<file path="config.mk">
export PLATFORM = sky130hd
export DESIGN_NAME = ulpi_reg_arb
export DESIGN_NICKNAME = d
export VERILOG_FILES = /design/src/rtl/ulpi_reg_arb.sv
export SDC_FILE = /design/constraint.sdc
export NUM_CORES = 1
export LEC_CHECK = 0
export ABC_AREA = 1
export CORE_ASPECT_RATIO = 0.6
export CORE_UTILIZATION = 46
export CTS_CLUSTER_DIAMETER = 60
export DETAILED_ROUTE_END_ITERATION = 6
export GPL_ROUTABILITY_DRIVEN = 1
export PLACE_DENSITY = 0.78
export SYNTH_ARGS = -nofsm -noshare
export SYNTH_HDL_FRONTEND = slang
export SYNTH_SLANG_ARGS = --single-unit
</file>
<file path="constraint.sdc">
create_clock -name CLK -period 2.08 [get_ports CLK]
set_clock_uncertainty 0.15 [all_clocks]
set_input_delay 0.416 -clock CLK [delete_from_list [all_inputs] [get_ports CLK]]
set_output_delay 0.416 -clock CLK [all_outputs]
set_load 0.1 [all_outputs]
</file>
<file path="src/rtl/ulpi_reg_arb.sv">
// ulpi_reg_arb: round-robin arbiter and req/ack sequencer that lets two
// requesters share the single ULPI PHY register-access port.
module ulpi_reg_arb #(
  parameter int unsigned TIMEOUT = 1023
) (
  input  logic        CLK,
  input  logic        RST,
  input  logic [1:0]  REQ,
  input  logic [1:0]  WE,
  input  logic [11:0] ADDR,
  input  logic [15:0] WDATA,
  output logic [1:0]  DONE,
  output logic [1:0]  ERR,
  output logic [7:0]  RDATA,
  output logic        BUSY,
  output logic [5:0]  REG_ADDR,
  output logic [7:0]  REG_DATA_WRITE,
  input  logic [7:0]  REG_DATA_READ,
  output logic        REG_WRITE_REQ,
  input  logic        REG_WRITE_ACK,
  output logic        REG_READ_REQ,
  input  logic        REG_READ_ACK
);

  localparam int unsigned CNT_W = 16;
  localparam logic [CNT_W-1:0] TO_LAST = CNT_W'(TIMEOUT - 1);

  typedef enum logic [1:0] {
    IDLE   = 2'd0,
    ISSUE  = 2'd1,
    FINISH = 2'd2
  } state_t;

  state_t           state_q, state_d;
  logic             ptr_q, ptr_d;
  logic             win_q, win_d;
  logic             we_q, we_d;
  logic [CNT_W-1:0] cnt_q, cnt_d;
  logic [1:0]       done_q, done_d;
  logic [1:0]       err_q, err_d;
  logic [7:0]       rdata_q, rdata_d;
  logic             busy_q, busy_d;
  logic [5:0]       reg_addr_q, reg_addr_d;
  logic [7:0]       reg_wdata_q, reg_wdata_d;
  logic             wr_req_q, wr_req_d;
  logic             rd_req_q, rd_req_d;
  logic             grant_c;
  logic             ack_c;

  // State, pointer and registered outputs; synchronous reset
  always_ff @(posedge CLK) begin
    if (RST) begin
      state_q     <= IDLE;
      ptr_q       <= 1'b1;
      win_q       <= 1'b0;
      we_q        <= 1'b0;
      cnt_q       <= '0;
      done_q      <= '0;
      err_q       <= '0;
      rdata_q     <= '0;
      busy_q      <= 1'b0;
      reg_addr_q  <= '0;
      reg_wdata_q <= '0;
      wr_req_q    <= 1'b0;
      rd_req_q    <= 1'b0;
    end else begin
      state_q     <= state_d;
      ptr_q       <= ptr_d;
      win_q       <= win_d;
      we_q        <= we_d;
      cnt_q       <= cnt_d;
      done_q      <= done_d;
      err_q       <= err_d;
      rdata_q     <= rdata_d;
      busy_q      <= busy_d;
      reg_addr_q  <= reg_addr_d;
      reg_wdata_q <= reg_wdata_d;
      wr_req_q    <= wr_req_d;
      rd_req_q    <= rd_req_d;
    end
  end

  // Next-state, arbitration, timeout and next-output logic
  always_comb begin
    state_d     = state_q;
    ptr_d       = ptr_q;
    win_d       = win_q;
    we_d        = we_q;
    cnt_d       = cnt_q;
    done_d      = '0;
    err_d       = '0;
    rdata_d     = '0;
    reg_addr_d  = reg_addr_q;
    reg_wdata_d = reg_wdata_q;
    grant_c     = 1'b0;
    ack_c       = 1'b0;

    case (state_q)
      IDLE: begin
        if (REQ != 2'b00) begin
          // Both requesting: the one that did not win last time goes next
          grant_c     = (REQ == 2'b11) ? ~ptr_q : REQ[1];
          ptr_d       = grant_c;
          win_d       = grant_c;
          we_d        = WE[grant_c];
          reg_addr_d  = grant_c ? ADDR[11:6] : ADDR[5:0];
          reg_wdata_d = grant_c ? WDATA[15:8] : WDATA[7:0];
          cnt_d       = '0;
          state_d     = ISSUE;
        end
      end
      ISSUE: begin
        ack_c = we_q ? REG_WRITE_ACK : REG_READ_ACK;
        if (ack_c) begin
          // An ack on the timeout cycle still counts as success
          state_d        = FINISH;
          done_d[win_q]  = 1'b1;
          rdata_d        = we_q ? 8'h00 : REG_DATA_READ;
        end else if (cnt_q == TO_LAST) begin
          state_d        = FINISH;
          done_d[win_q]  = 1'b1;
          err_d[win_q]   = 1'b1;
        end else begin
          cnt_d = cnt_q + CNT_W'(1);
        end
      end
      FINISH: begin
        state_d = IDLE;
      end
      default: begin
        state_d = IDLE;
      end
    endcase

    wr_req_d = (state_d == ISSUE) && we_d;
    rd_req_d = (state_d == ISSUE) && !we_d;
    busy_d   = (state_d != IDLE);
  end

  assign DONE           = done_q;
  assign ERR            = err_q;
  assign RDATA          = rdata_q;
  assign BUSY           = busy_q;
  assign REG_ADDR       = reg_addr_q;
  assign REG_DATA_WRITE = reg_wdata_q;
  assign REG_WRITE_REQ  = wr_req_q;
  assign REG_READ_REQ   = rd_req_q;

endmodule

</file>
==> run summary <==
CTS
- clock insertion delay at the later pin of the skew report: 0.30 ns
- total clock buffers created by CTS: 5
- Post-CTS Hold Fix Bufs: 0
- clock transition time at the flip-flop clock pins of the worst setup and hold paths: 0.09 ns
- Gates resized, CTS repair: 0
- htree depth: 2
- maximum buffer depth of the clock tree: 2
- CTS tree: built
- Clock Root Buffer: clkbuf_8
- Post-CTS Repair Setup Buffers: 0
- Clock Sinks: 50

Global route
- antenna violations before repair: 0
- Tot GR Track Use: 0.229
- maximum number of pins on one net before global-route repair: 20
- wire length of the first global-routing pass: 9250 µm
- number of global-route vias before repair: 1941
- overall overflow remaining after global route: 0

STA
- slew at the pin with the worst max-slew slack: 0.411 ns
- unrepaired setup endpoints after global routing: false
- part of the cycle the worst path needs: 0.878
- final count of pins violating max slew: 0
- count of endpoints failing hold in the final timing report: 0
- Sum Neg Setup Slack: 0 ns
- Slew Limit Headroom: 0.723
- maximum clock rate: 0.548 GHz
- setup-violating endpoint count in the final report: 0
- clock period minus worst slack: 1.83 ns

Worst setup path
- Worst setup EP type: register
- Startpoint Class: primary input
- Crit Path Max Fanout: 14
- Worst Path Required: 2.18 ns
- Crit path arrival time: 1.92 ns
- worst setup path class: primary input to register

Routing
- routed vias/inst: 4.90
- number of remaining DRC errors: 0
- iteration-0 DRC count of the detailed router: 168
- total routed wirelength: 5830 µm
- via count: 2279
- routed wire length per instance: 12.5 µm
- final antenna-violating net count: 0
- number of iterations in the first detailed-routing pass: 4

Power and ir drop
- leakage power: 0.00135 µW
- Net Sw Power: 895 µW
- ratio of total power to cell area: 784 nW/µm²
- clock network power share: 0.275
- switching part of the total: 0.360
- Pwr Total: 2490 µW
- worst voltage drop across the vdd grid: 0.000458 V
- Internal: 1590 µW
- portion of total power attributed to combinational logic: 0.301
- Reg power frac: 0.424

Cells and area
- design area: 3170 µm²
- Area Growth Syn to Fin: 37.2%
- number of filler instances in the final layout: 418
- end-of-flow core utilization: 0.674
- # nets final: 447
- fraction of final layout cells with drive strength greater than 1: 0.194
- antenna cell count: 0

Yosys
- post-synthesis register bit count: 50
- sequential share of the synthesized area: 0.433
- area of the mapped netlist: 2310 µm²
- dominant synthesized flop cell: dfxtp_1
- post-synthesis cell type with the largest combined area: dfxtp_1
- cell count after synthesis: 322
- asr flop ratio synth: 0
- number of synthesized flops with an enable pin: 0
- Yosys Warn Count: 0
- synthesized area per cell: 7.18 µm²
- top cell types by occurrence after synthesis: nor2_1, nand2_1, dfxtp_1, inv_1
- leading cell types by total area after synthesis: dfxtp_1, nor2_1, nand2_1
- portion of synthesized cell area occupied by the leading cell type: 0.433
- Synth cell types: 30
- post-synthesis net count: 368
- most numerous cell in the Yosys netlist: nor2_1

Die
- starting density of the core: 0.491
- vertical extent of the die: 56.9 µm
- IO Pins: 73
- row count: 19
- horizontal extent of the die: 93.5 µm
- full die area: 5320 µm²
- standard cell core area: 4710 µm²

Run
- max-capacitance violation count: 0

Placement
- post-detail-place hpwl: 4440 µm
- Buffers on Ports: 72
- post-detailed-placement cell area: 3060 µm²
- weighted congestion at the end of routability-driven global placement: 0.884

Outcome
- result of the run: finished, final reports clean

Worst hold path
- classification of the worst-slack hold path: register to register

[flip-flops by register name, summed over array words and instances, names as in the netlist]
signal	flops
cnt_q	16
REG_ADDR	6
BUSY	1
REG_WRITE_REQ	1
REG_DATA_WRITE	8
DONE	2
state_q	2
we_q	1
ptr_q	1
win_q	1
RDATA	8
REG_READ_REQ	1
ERR	2
[critical path, cell delays in order]
cell and delay [ns]:
clkdlybuf4s50_1 0.48, nor2_1 0.09, nor2_4 0.17, inv_2 0.06, nand2_2 0.08, nand2_4 0.14, inv_4 0.19, nand2_1 0.10
nand2_1 0.07, inv_1 0.05, nor2_2 0.09
[placed cells by master (no fill, tap or decap), types with 5 or more instances in the layout]
cell type,n
inv_2,6
clkdlybuf4s50_1,43
nand3_2,5
nor2_1,79
nand4_1,6
nand2_1,65
clkbuf_8,5
dfxtp_1,50
buf_4,37
nor2_2,8
nor3_1,7
nand3_1,14
o31ai_1,14
inv_1,30
[per-layer routing]
layer | vias up | routed length (µm) | GRT usage
li1 | 1166 | - | -
met1 | 1028 | 2820 | 0.332
met2 | 81 | 2460 | 0.325
met3 | 4 | 499 | 0.0691
met4 | 0 | 44 | 0.0681
met5 | - | 0 | 0
[kinds of logic after synthesis]
group                      after synthesis  share of synthesized area
buffers and inverters                   47                     0.0877
AOI/OAI and AO/OA                       28                     0.0893
DFF                                     50                      0.433
adders and majority gates                2                     0.0108
xor gates and xnor gates                 3                     0.0114
and+or+nand+nor                        192                      0.368
[per-stage QoR]
step | instances | hold WS (ns) | worst slack [ns]
after global routing | 465 | 0.334 | 0.151
after floorplan | 322 | 0.276 | 0.549
after global placement | 457 | 0.291 | 0.0470
after CTS | 465 | 0.310 | 0.284
final | 465 | 0.311 | 0.254
after detailed placement | 457 | 0.293 | -0.0299
[area by class of cell]
cell class,count,area (µm²),area share
sequential,50,1000,0.316
inverter,38,145,0.0458
timing repair buffer,81,728,0.230
tap,63,78.8,0.0249
clock inverter,2,37.5,0.0118
clock buffer,6,72.6,0.0229
multi-input combinational,225,1110,0.349
[final timing paths]
check / start / end / slack, ns / depth (start not counted)
setup / recovery: REQ[1] / cnt_q[11] / 0.25 / 11
hold / removal: win_q / DONE[0] / 0.31 / 1
setup reg to reg: cnt_q[0] / cnt_q[11] / 0.29 / 11
hold reg to reg: win_q / DONE[0] / 0.31 / 1
[power by group through the flow]
stage	logic [µW]	clock network, µW	registers, µW
after floorplan	209	0	1400
after global placement	743	0	1070
after detailed placement	748	0	1080
after CTS	749	697	1050
after global routing	788	740	1060
final	748	683	1050
Power figures use the tool's default switching activity.
